**config.mk**
```make
export PLATFORM = sky130hd
export DESIGN_NAME = exu_bht_upd_q
export DESIGN_NICKNAME = d
export VERILOG_FILES = /design/src/rtl/exu_bht_upd_q_pkg.sv /design/src/rtl/exu_bht_upd_q.sv
export SDC_FILE = /design/constraint.sdc
export NUM_CORES = 1
export LEC_CHECK = 0
export ABC_AREA = 1
export CELL_PAD_IN_SITES_DETAIL_PLACEMENT = 1
export CELL_PAD_IN_SITES_GLOBAL_PLACEMENT = 1
export CORE_MARGIN = 8
export CORE_UTILIZATION = 28
export DETAILED_ROUTE_END_ITERATION = 6
export DONT_BUFFER_PORTS = 1
export PLACE_DENSITY = 0.6
export SLEW_MARGIN = 20
export SYNTH_ARGS = -nofsm -noshare
export SYNTH_HDL_FRONTEND = slang
export SYNTH_SLANG_ARGS = --single-unit
```
**constraint.sdc**
```tcl
create_clock -name clk -period 2.9 [get_ports clk]
set_input_delay 0.435 -clock clk [delete_from_list [all_inputs] [get_ports clk]]
set_output_delay 0.435 -clock clk [all_outputs]
set_load 0.02 [all_outputs]
```
**src/rtl/exu_bht_upd_q_pkg.sv**
```systemverilog
// Shared constants and types for the BHT update queue.
package exu_bht_upd_q_pkg;

  localparam int unsigned BHT_IDX_W = 8;

  typedef enum logic [1:0] {
    PUSH_NONE,
    PUSH_COALESCE,
    PUSH_NORMAL,
    PUSH_DROP
  } push_kind_e;

endpackage

```
**src/rtl/exu_bht_upd_q.sv**
```systemverilog
// Buffers resolved-branch BHT updates, coalesces repeats to the newest entry,
// and drains the head entry into the shared BHT write port.
module exu_bht_upd_q
  import exu_bht_upd_q_pkg::*;
#(
  parameter int unsigned DEPTH = 4,
  parameter int unsigned IDX_W = BHT_IDX_W
) (
  input  logic                     clk,
  input  logic                     rst_l,
  input  logic                     upd_valid,
  input  logic [IDX_W-1:0]         upd_index,
  input  logic [1:0]               upd_hist,
  input  logic                     upd_misp,
  input  logic                     flush_q,
  input  logic                     bht_wr_ready,
  output logic                     bht_wr_valid,
  output logic [IDX_W-1:0]         bht_wr_index,
  output logic [1:0]               bht_wr_hist,
  output logic [$clog2(DEPTH):0]   q_count,
  output logic                     misp_pending,
  output logic                     overflow
);

  localparam int unsigned PW = $clog2(DEPTH);
  localparam int unsigned CW = PW + 1;

  typedef struct packed {
    logic             misp;
    logic [1:0]       hist;
    logic [IDX_W-1:0] index;
  } bht_upd_pkt_t;

  bht_upd_pkt_t     entry_q [DEPTH];
  bht_upd_pkt_t     entry_d [DEPTH];
  logic [PW-1:0]    rd_ptr_q, rd_ptr_d;
  logic [PW-1:0]    wr_ptr_q, wr_ptr_d;
  logic [CW-1:0]    count_q, count_d;
  logic             overflow_q, overflow_d;

  push_kind_e       push_kind;
  logic [PW-1:0]    tail_ptr;
  logic             wr_valid;
  logic             pop;
  logic [PW-1:0]    occ_off;
  logic             misp_acc;

  always_comb begin
    entry_d    = entry_q;
    rd_ptr_d   = rd_ptr_q;
    wr_ptr_d   = wr_ptr_q;
    count_d    = count_q;
    overflow_d = overflow_q;
    push_kind  = PUSH_NONE;

    tail_ptr = wr_ptr_q - PW'(1);
    wr_valid = (count_q != '0) && !flush_q;
    pop      = wr_valid && bht_wr_ready;

    // The newest entry is only being popped when it is also the head.
    if (upd_valid && !flush_q) begin
      if ((count_q != '0) && (entry_q[tail_ptr].index == upd_index) &&
          !(pop && (count_q == CW'(1)))) begin
        push_kind = PUSH_COALESCE;
      end else if ((count_q != CW'(DEPTH)) || pop) begin
        push_kind = PUSH_NORMAL;
      end else begin
        push_kind = PUSH_DROP;
      end
    end

    if (flush_q) begin
      rd_ptr_d   = '0;
      wr_ptr_d   = '0;
      count_d    = '0;
      overflow_d = 1'b0;
    end else begin
      if (pop) begin
        rd_ptr_d = rd_ptr_q + PW'(1);
      end
      case (push_kind)
        PUSH_COALESCE: begin
          entry_d[tail_ptr].hist = upd_hist;
          entry_d[tail_ptr].misp = entry_q[tail_ptr].misp | upd_misp;
        end
        PUSH_NORMAL: begin
          entry_d[wr_ptr_q] = '{misp: upd_misp, hist: upd_hist, index: upd_index};
          wr_ptr_d          = wr_ptr_q + PW'(1);
        end
        PUSH_DROP: begin
          entry_d[wr_ptr_q] = '{misp: upd_misp, hist: upd_hist, index: upd_index};
          wr_ptr_d          = wr_ptr_q + PW'(1);
          rd_ptr_d          = rd_ptr_q + PW'(1);
          overflow_d        = 1'b1;
        end
        default: ;
      endcase
      if ((push_kind == PUSH_NORMAL) && !pop) begin
        count_d = count_q + CW'(1);
      end else if (pop && (push_kind != PUSH_NORMAL)) begin
        count_d = count_q - CW'(1);
      end
    end
  end

  // An entry is occupied when its distance from the head is below count.
  always_comb begin
    misp_acc = 1'b0;
    occ_off  = '0;
    for (int unsigned i = 0; i < DEPTH; i++) begin
      occ_off = PW'(i) - rd_ptr_q;
      if (({1'b0, occ_off} < count_q) && entry_q[i].misp) begin
        misp_acc = 1'b1;
      end
    end
  end

  always_ff @(posedge clk or negedge rst_l) begin
    if (!rst_l) begin
      entry_q    <= '{default: '0};
      rd_ptr_q   <= '0;
      wr_ptr_q   <= '0;
      count_q    <= '0;
      overflow_q <= 1'b0;
    end else begin
      entry_q    <= entry_d;
      rd_ptr_q   <= rd_ptr_d;
      wr_ptr_q   <= wr_ptr_d;
      count_q    <= count_d;
      overflow_q <= overflow_d;
    end
  end

  assign bht_wr_valid = wr_valid;
  assign bht_wr_index = entry_q[rd_ptr_q].index;
  assign bht_wr_hist  = entry_q[rd_ptr_q].hist;
  assign q_count      = count_q;
  assign misp_pending = misp_acc;
  assign overflow     = overflow_q;

endmodule

```
# Yosys cells after proc, flatten, opt, wreduce, memory -nomap -nowiden
# Cells that the tools add are included.
[totals]
reg_bits = 52
inputBits = 16
output_inout_bits = 16
word_cells = 105
[op_classes]
addsub = 9
order_cmp = 9
eq_ne = 7
mux = 33
bitwise = 5
reduce_logical = 26
[ops]
columns = ["cell", "n"]
rows = [
  ["bitwise mux 44 bit", 3],
  ["one-hot mux 44 bit (2 select lines)", 1],
  ["demux 11 bit (select 2 bit)", 3],
  ["binary-select mux 11 bit (select 2 bit)", 2],
  ["two-way mux 11 bit", 4],
  ["two-way mux 10 bit", 3],
  ["logical AND 1 bit", 14],
  ["two-way mux 2 bit", 7],
  ["< comparator 2 x 3 -> 1 bit", 4],
  [">= comparator 3 bit, second input constant", 3],
  ["two-way mux 3 bit", 3],
  ["inverter 2 -> 3 bit", 3],
  ["nonzero test 3 bit", 3],
  ["== test 8 bit", 1],
  ["two-way mux 1 bit", 7],
  ["< comparator 3 x 1 -> 1 bit, second input constant", 2],
  ["nonzero test 2 bit", 3],
  ["adder 2 x 1 -> 2 bit, second input constant", 2],
  ["== test 2 bit, second input constant", 2],
  ["subtractor 1 x 2 -> 2 bit, first input constant", 2],
  ["subtractor 2 bit, first input constant", 2],
  ["adder 3 x 1 -> 3 bit, second input constant", 1],
  ["== test 3 x 1 -> 1 bit, second input constant", 1],
  ["logical NOT 1 bit", 3],
  ["10 further kinds", 10],
]

# Longest topological paths before layout
# Gate-level depths: netlist of the first run.
[depth]
word_depth = 15
depth_mapped = 18
ltp_nobuf = 15

# Least setup slack after synthesis of the first run
# Ideal clock, no wire load.
[synth_timing]
path_type = "register to register"
from = "register wr_ptr_q[0]"
to = "register rd_ptr_q[1]"
setup_ns = 0.117
t_arrival_ns = 2.263
required_time_ns = 2.783
slack_ns = 0.519
stages_incl_launch_ff = 16
n_path_buf = 3
synth_period_minus_slack_ns = 2.381
cell_sequence = "dfrtp_1 -> inv_2 -> buf_6 -> ha_1 -> buf_2 -> inv_2 -> nand3_1 -> nand2_1 -> xor2_1 -> and2_1 -> nand3_2 -> buf_6 -> nand3b_1 -> nand3_1 -> nand2_1 -> nand2_1"
[synth_between]
elab_chain_len = 13
elab_cells_between_ends = 14
classes_between = "add/sub: 1; eq/ne: 2; mux: 7; bitwise: 1; reduce/logical: 3"
[synth_lines]
columns = ["element", "line_no", "text"]
rows = [
  ["from (decl)", "exu_bht_upd_q.sv:37", "logic [PW-1:0] wr_ptr_q, wr_ptr_d;"],
  ["from (signal assigned)", "exu_bht_upd_q.sv:128", "wr_ptr_q <= wr_ptr_d;"],
  ["subtractor 2 x 1 -> 2 bit (*)", "exu_bht_upd_q.sv:56", "tail_ptr = wr_ptr_q - PW'(1);"],
  ["inverter 2 -> 3 bit (implied by the code) (*)", "exu_bht_upd_q.sv:62", "if ((count_q != '0) && (entry_q[tail_ptr].index == upd_index) &&"],
  ["binary-select mux 11 bit (select 2 bit) (*)", "exu_bht_upd_q.sv:62", ""],
  ["two-way mux 11 bit (*) (2 in a row)", "--", ""],
  ["== test 8 bit (*)", "exu_bht_upd_q.sv:62", ""],
  ["logical AND 1 bit (*) (2 in a row)", "exu_bht_upd_q.sv:62", ""],
  ["two-way mux 2 bit (*)", "exu_bht_upd_q.sv:62", ""],
  ["two-way mux 2 bit (*)", "exu_bht_upd_q.sv:61", "if (upd_valid && !flush_q) begin"],
  ["== test 2 bit (*)", "exu_bht_upd_q.sv:81", "case (push_kind)"],
  ["two-way mux 2 bit", "exu_bht_upd_q.sv:81", ""],
  ["two-way mux 2 bit", "exu_bht_upd_q.sv:72", "if (flush_q) begin"],
  ["to (signal assigned)", "exu_bht_upd_q.sv:127", "rd_ptr_q <= rd_ptr_d;"],
  ["to (decl)", "exu_bht_upd_q.sv:36", "logic [PW-1:0] rd_ptr_q, rd_ptr_d;"],
]
# Mark *: on every way between the ends. The rest lies on a longest branch, timed or not. The select of a mux whose other input is x is not followed.
# A chain may end at the register's enable or synchronous reset.

# Worst setup path after layout of the first run
[layout_timing]
from = "register wr_ptr_q[1]"
to = "register count_q[0], in the netlist q_count[0]"
[layout_between]
elab_chain_len = 14
elab_cells_between_ends = 17
classes_between = "add/sub: 1; eq/ne: 3; mux: 7; bitwise: 1; reduce/logical: 5"
[layout_lines]
columns = ["element", "line_no", "text"]
rows = [
  ["subtractor 2 x 1 -> 2 bit (*)", "exu_bht_upd_q.sv:56", ""],
  ["inverter 2 -> 3 bit (implied by the code) (*)", "exu_bht_upd_q.sv:62", ""],
  ["binary-select mux 11 bit (select 2 bit) (*)", "exu_bht_upd_q.sv:62", ""],
  ["two-way mux 11 bit (*) (2 in a row)", "--", ""],
  ["== test 8 bit (*)", "exu_bht_upd_q.sv:62", ""],
  ["logical AND 1 bit (*) (2 in a row)", "exu_bht_upd_q.sv:62", ""],
  ["two-way mux 2 bit (*)", "exu_bht_upd_q.sv:62", ""],
  ["two-way mux 2 bit (*)", "exu_bht_upd_q.sv:61", ""],
  ["== test 2 bit", "exu_bht_upd_q.sv:98", "if ((push_kind == PUSH_NORMAL) && !pop) begin"],
  ["logical AND 1 bit", "exu_bht_upd_q.sv:98", ""],
  ["two-way mux 3 bit", "exu_bht_upd_q.sv:98", ""],
  ["two-way mux 3 bit", "exu_bht_upd_q.sv:72", ""],
  ["to (signal assigned)", "exu_bht_upd_q.sv:129", "count_q <= count_d;"],
  ["to (decl)", "exu_bht_upd_q.sv:38", "logic [CW-1:0] count_q, count_d;"],
]
# Marks and branches as above.

==> results of run 1 <==
## layout by cell type, fill, tap and decap left out, types with 3 or more instances in the layout
| master | synthesis | final |
|---|---|---|
| inv_2 | 3 | 3 |
| dfrtp_1 | 52 | 52 |
| nand2_1 | 187 | 187 |
| o21ai_1 | 12 | 12 |
| nand4_1 | 9 | 9 |
| ha_1 | 12 | 12 |
| nand3b_1 | 4 | 4 |
| o21ai_0 | 14 | 14 |
| buf_4 | 1 | 14 |
| clkbuf_16 | 0 | 5 |
| a21oi_1 | 6 | 6 |
| inv_1 | 41 | 40 |
| o221ai_1 | 6 | 6 |
| nor2_1 | 17 | 17 |
| nand3_2 | 3 | 3 |
| a22oi_1 | 9 | 9 |
| nand3_1 | 68 | 68 |
## power groups by stage
stage          Combinational [mW]  Clock, mW  Sequential, mW
5_1_grt                      1.54      0.754            1.16
6_report                     1.34      0.714            1.13
3_5_place_dp                 1.33          0            1.14
2_1_floorplan               0.973          0            1.11
4_1_cts                      1.36      0.738            1.13
3_3_place_gp                 1.30          0            1.14
## kinds of logic (layout without fill, tap and decap cells)
group                    Yosys count  in the layout  share of synthesized area, %
AO/OA/AOI/OAI                     49             49                          9.25
XOR/XNOR                           4              4                          1.06
adder cells (fa/ha/maj)           12             12                          4.55
buffers and inverters             63             70                          8.04
flip-flops                        52             52                          39.4
AND/OR/NAND/NOR                  291            291                          37.7
## state kept, by name, indices dropped and copies added, names as in the netlist
signal,flops
entry_q,44
wr_ptr_q,2
rd_ptr_q,2
overflow,1
q_count,3
## repair_timing
| item | 4_1_cts | 5_1_grt |
|---|---|---|
| buffers inserted | 0 | 1 |
| endpoints found under the hold margin | 52 | 0 |
| setup endpoints to repair | 0 | 6 |
| gates resized for setup | 0 | 1 |
| hold buffers | 2 | 0 |
## how the worst min path moves through the flow
stage               slack, ps          end  cells after the start          from
floorplan                 140   entry_q[0]                      0         rst_l
global placement          140  entry_q[14]                      0         rst_l
detailed placement        140   entry_q[3]                      0         rst_l
CTS                       230  entry_q[34]                      2  upd_index[1]
global route              230  entry_q[26]                      2  upd_index[4]
finish                    240  entry_q[34]                      2  upd_index[1]
## final cells by class
type	instances	area (um2)
repair buffers	17	163
multi-input cells	356	1730
inverters	45	173
well taps	143	179
clock inverters	3	46.3
fillers	1423	7750
flip-flops and latches	52	1300
clock buffers	5	125
## metal layers
metal | share of wire (%) | up-vias | global-route usage, %
li1 | - | 1548 | -
met1 | 46 | 1535 | 18.4
met2 | 49 | 43 | 24.6
met3 | 3.9 | 9 | 2.81
met4 | 0.87 | 0 | 3.40
met5 | 0 | - | 0
==> metrics.cfg, run 1 <==
[outcome]
status=complete, no violations

[worst_setup_path]
rr_startpoint=wr_ptr_q[1]
cp_cell_sequence=inv_1 -> ha_1 -> inv_2 -> nand3_1 -> nand3b_1 -> and2_1 -> nand3_1 -> o21bai_4 -> nand2_1 -> nand2_1 -> nand3_1 -> nand2_1
crit_type=reg2reg
critPathMaxStageDelay_ps=410
cp_top_family=simple AND/OR/NAND/NOR gates
cp-endpoint=q_count[0]
cp.arrival_ps=2880
critPathBufInv=2
worst-r2r-setup-slack_ps=260
critPathSlowestCell=o21bai_4
setup.worst_path.start_class=flip-flop
worstPathRequired_ps=3140
critPathLaunch=wr_ptr_q[1]
cp.depth=12
rr_worst_depth=12
end_kind=flip-flop
path_max_fanout=17
reg2reg_to=q_count[0]

[global_route]
grt_overflow=0
grt_usage_pct=14.5
antenna_found_initial=0
grt_max_degree=53
grt_pass1_vias=3266
grt_pass1_wl_mm=18.1

[sta]
tightest_slew_ps=571
setup_viol=0
drv_slew=0
holdWs_ps=237
min_period_ps=2640
period_share_pct=91.1
max-slew-margin-rel_pct=62.6
setup_tns_ps=0
fin_worst_skew_ps=9.87
setup_slack_ps=257
finalHoldViolations=0
fmax_ghz=0.378
rsz0062_at_grt=false

[yosys]
synth.top_cell.area_share_pct=39.4
ys_types=27
synth_edf_count=0
synth_seq_cells=52
synth_cells=471
async_flop_share_pct=100
synth_ff_type=dfrtp_1
syn-num-nets=499
yosys_warnings=0
yosysSeqAreaShare_pct=39.4
synthTopCellsByCount=nand2_1, nand3_1, dfrtp_1
synth_area_per_cell_um2=7.01
synth_top_cell_by_area=dfrtp_1
synth_most_common_cell=nand2_1
synth_area_mm2=0.00330
synth.area.top_cells=dfrtp_1, nand2_1, nand3_1

[layout]
final_area_mm2=0.00372
antenna_cells=0
nets=505
syn_to_final_growth_pct=12.7
postLayoutCoreUtil_pct=32.4
finalNonFillerCells=621
layout-drive-gt1-share_pct=6.69

[drt]
drc=0
vias_per_cell=5.05
via_count=3135
drt-initial-drc-count=213
drt-total-wl_mm=11.0
dr.pass1.iters=4
wire_per_inst_um=17.8
postRouteAntennaNets=0

[power]
power.share.clock_pct=22.4
power.switching_mw=1.37
p_int_mw=1.81
p_leak_nw=1.91
combPwrFrac_pct=42.0
p_seq_share_pct=35.6
peakVddDrop_mv=0.302
power_density_mw_per_mm2=856
power_mw=3.18
switching_share_pct=43.2

[min_path]
worst_hold_path_type=in2reg

[clock_tree]
clk_latency_ps=310
clockRootBuffer=clkbuf_16
clkTransAtPathRegs_ps=80
clk_path_buf_depth=2
cts_sinks=52
cts_max_level=2
cts_tree=done
cts_made_buffers=5

[placed_design]
gp_congestion=0.792
placed_area_mm2=0.00349
dp.cells=610
place_ws_ps=237
io_buffers=0
dpl.hpwl_mm=8.11

[flow_run]
maxCapViolCount=0

[floorplan]
start_util_pct=28.8
die_x_um=125
die-area_mm2=0.0155
die_h_um=125
ios=32
num_rows=39
coreArea_mm2=0.0115

Power figures use the tool's default switching activity.
==> run 2: changes to the inputs <==
==> constraint.sdc (replaced) <==
create_clock -name clk -period 3.2 [get_ports clk]
set_input_delay 0.48 -clock clk [delete_from_list [all_inputs] [get_ports clk]]
set_output_delay 0.48 -clock clk [all_outputs]
set_load 0.02 [all_outputs]
==> run 2 against run 1 <==
  * Global-route usage fell by 0.16 points
  * Setup slack improved by 30 ps
  * Design area fell by 2.1%
  * Die area did not move
  * Cell count fell by 0.97%
  * Sequential cell count did not move
  * Clock skew fell by 5.8 ps
  * Critical path depth rose by 1
  * Largest power group unchanged
==> metrics.cfg, run 2 (synthesis gave the netlist of run 1 again) <==
[drt]
wire_per_inst_um=17.6
postRouteAntennaNets=0
drt-initial-drc-count=185
dr.pass1.iters=4
via_count=3069
vias_per_cell=4.99
drc=0
drt-total-wl_mm=10.8

[worst_setup_path]
critPathSlowestCell=dfrtp_1
cp.depth=13
end_kind=flip-flop
worst-r2r-setup-slack_ps=290
crit_type=reg2reg
critPathMaxStageDelay_ps=480
critPathBufInv=3
rr_worst_depth=13
cp_cell_sequence=inv_1 -> ha_1 -> inv_1 -> nor2_1 -> nor3b_1 -> nand2_1 -> nand3_1 -> nor2_1 -> nand3_2 -> nand3_2 -> clkinvlp_4 -> nand2_1 -> o21ai_1
cp_top_family=simple AND/OR/NAND/NOR gates
cp.arrival_ps=3100
setup.worst_path.start_class=flip-flop
worstPathRequired_ps=3390
path_max_fanout=15

[floorplan]
die-area_mm2=0.0155
die_h_um=125
ios=32
start_util_pct=28.8
coreArea_mm2=0.0115
die_x_um=125
num_rows=39

[power]
peakVddDrop_mv=0.290
p_leak_nw=1.87
power_density_mw_per_mm2=766

[sta]
min_period_ps=2910
max-slew-margin-rel_pct=61.4
rsz0062_at_grt=true
setup_slack_ps=287
period_share_pct=91.0
drv_slew=0
tightest_slew_ps=589
holdWs_ps=32.3
finalHoldViolations=0
fmax_ghz=0.343
setup_viol=0
fin_worst_skew_ps=4.06

[min_path]
worst_hold_path_type=in2async

[placed_design]
place_ws_ps=201
io_buffers=0
gp_congestion=0.774
dpl.hpwl_mm=7.97

[clock_tree]
cts_tree=done
clk_latency_ps=300
clockRootBuffer=clkbuf_16
cts_made_buffers=5
cts_max_level=2
cts_sinks=52
clk_path_buf_depth=2
clkTransAtPathRegs_ps=70

[flow_run]
maxCapViolCount=0

[layout]
antenna_cells=0
final_cell_mix=nand2_1, nand3_1, dfrtp_1
syn_to_final_growth_pct=10.4
largest_register_ffs=44
top_register=entry_q
layout-drive-gt1-share_pct=5.72
nets=499
layout_commonest_cell=nand2_1

[global_route]
grt_pass1_vias=3192
grtUsageMet1_pct=18.1
grt_pass1_wl_mm=17.9
grt_usage_pct=14.3
antenna_found_initial=0
grt_overflow=0
grt_max_degree=53
use_met3_pct=3.62
met2_usage_pct=23.5
grt.busiest_layer=met2

[outcome]
status=complete, no violations

## run 2: cell count changes in the layout (fill, tap and decap cells not counted), sizes merged
cell	change
dlygate4sd3	-1
bufinv	-1
clkbuf	+2
inv	-1
buf	-5
## run 2: per-layer routing
layer | vias up | share of wire (%)
li1 | 1531 | -
met1 | 1486 | 47
met2 | 45 | 47
met3 | 7 | 4.8
met4 | 0 | 1.2
met5 | - | 0
## run 2: worst paths after layout
kind,startpoint,to
worst max-delay path,q_count[1],entry_q[6]
worst min-delay path,rst_l,entry_q[3]
worst max register to register,q_count[1],entry_q[6]
worst min register to register,entry_q[9],entry_q[9]
max in group asynchronous,rst_l,entry_q[38]
min in group clk,upd_index[7],entry_q[29]
## run 2: power by group
group          internal [mW]  total [mW]  switching (mW)
registers              0.865        1.05           0.189
clock network          0.313       0.578           0.265
logic                  0.388        1.16           0.772
## run 2: metrics by stage
step	instances	cell area [um2]	utilization [%]	TNS (ps)	power, mW
2_1_floorplan	471	3300	-	0	1.89
3_3_place_gp	606	3460	30.1	0	2.19
3_5_place_dp	606	3460	30.1	0	2.23
4_1_cts	615	3630	31.7	0	2.85
5_1_grt	615	3640	31.8	-178	3.04
6_report	615	3640	31.8	0	2.79
## run 2: area by class of cell
cell class,count,area [um2]
inverters,45,173
well taps,143,179
fillers,1426,7820
multi-input cells,356,1740
clock inverters,1,7.51
flip-flops and latches,52,1300
clock buffers,7,143
repair buffers,11,103
## run 2: worst reg2reg max path, cell delays in order (launching register included)
cell	delay (ps)
dfrtp_1	480
inv_1	240
ha_1	240
inv_1	50
nor2_1	230
nor3b_1	130
nand2_1	90
nand3_1	60
nor2_1	160
nand3_2	320
nand3_2	310
clkinvlp_4	290
nand2_1	130
o21ai_1	70
## run 2: repair_timing
| item | CTS | global route |
|---|---|---|
| setup buffers | 0 | 0 |
| resized for setup | 0 | 2 |
| hold buffers | 1 | 0 |
| setup endpoints to repair | 0 | 21 |
| hold endpoints to repair | 52 | 0 |
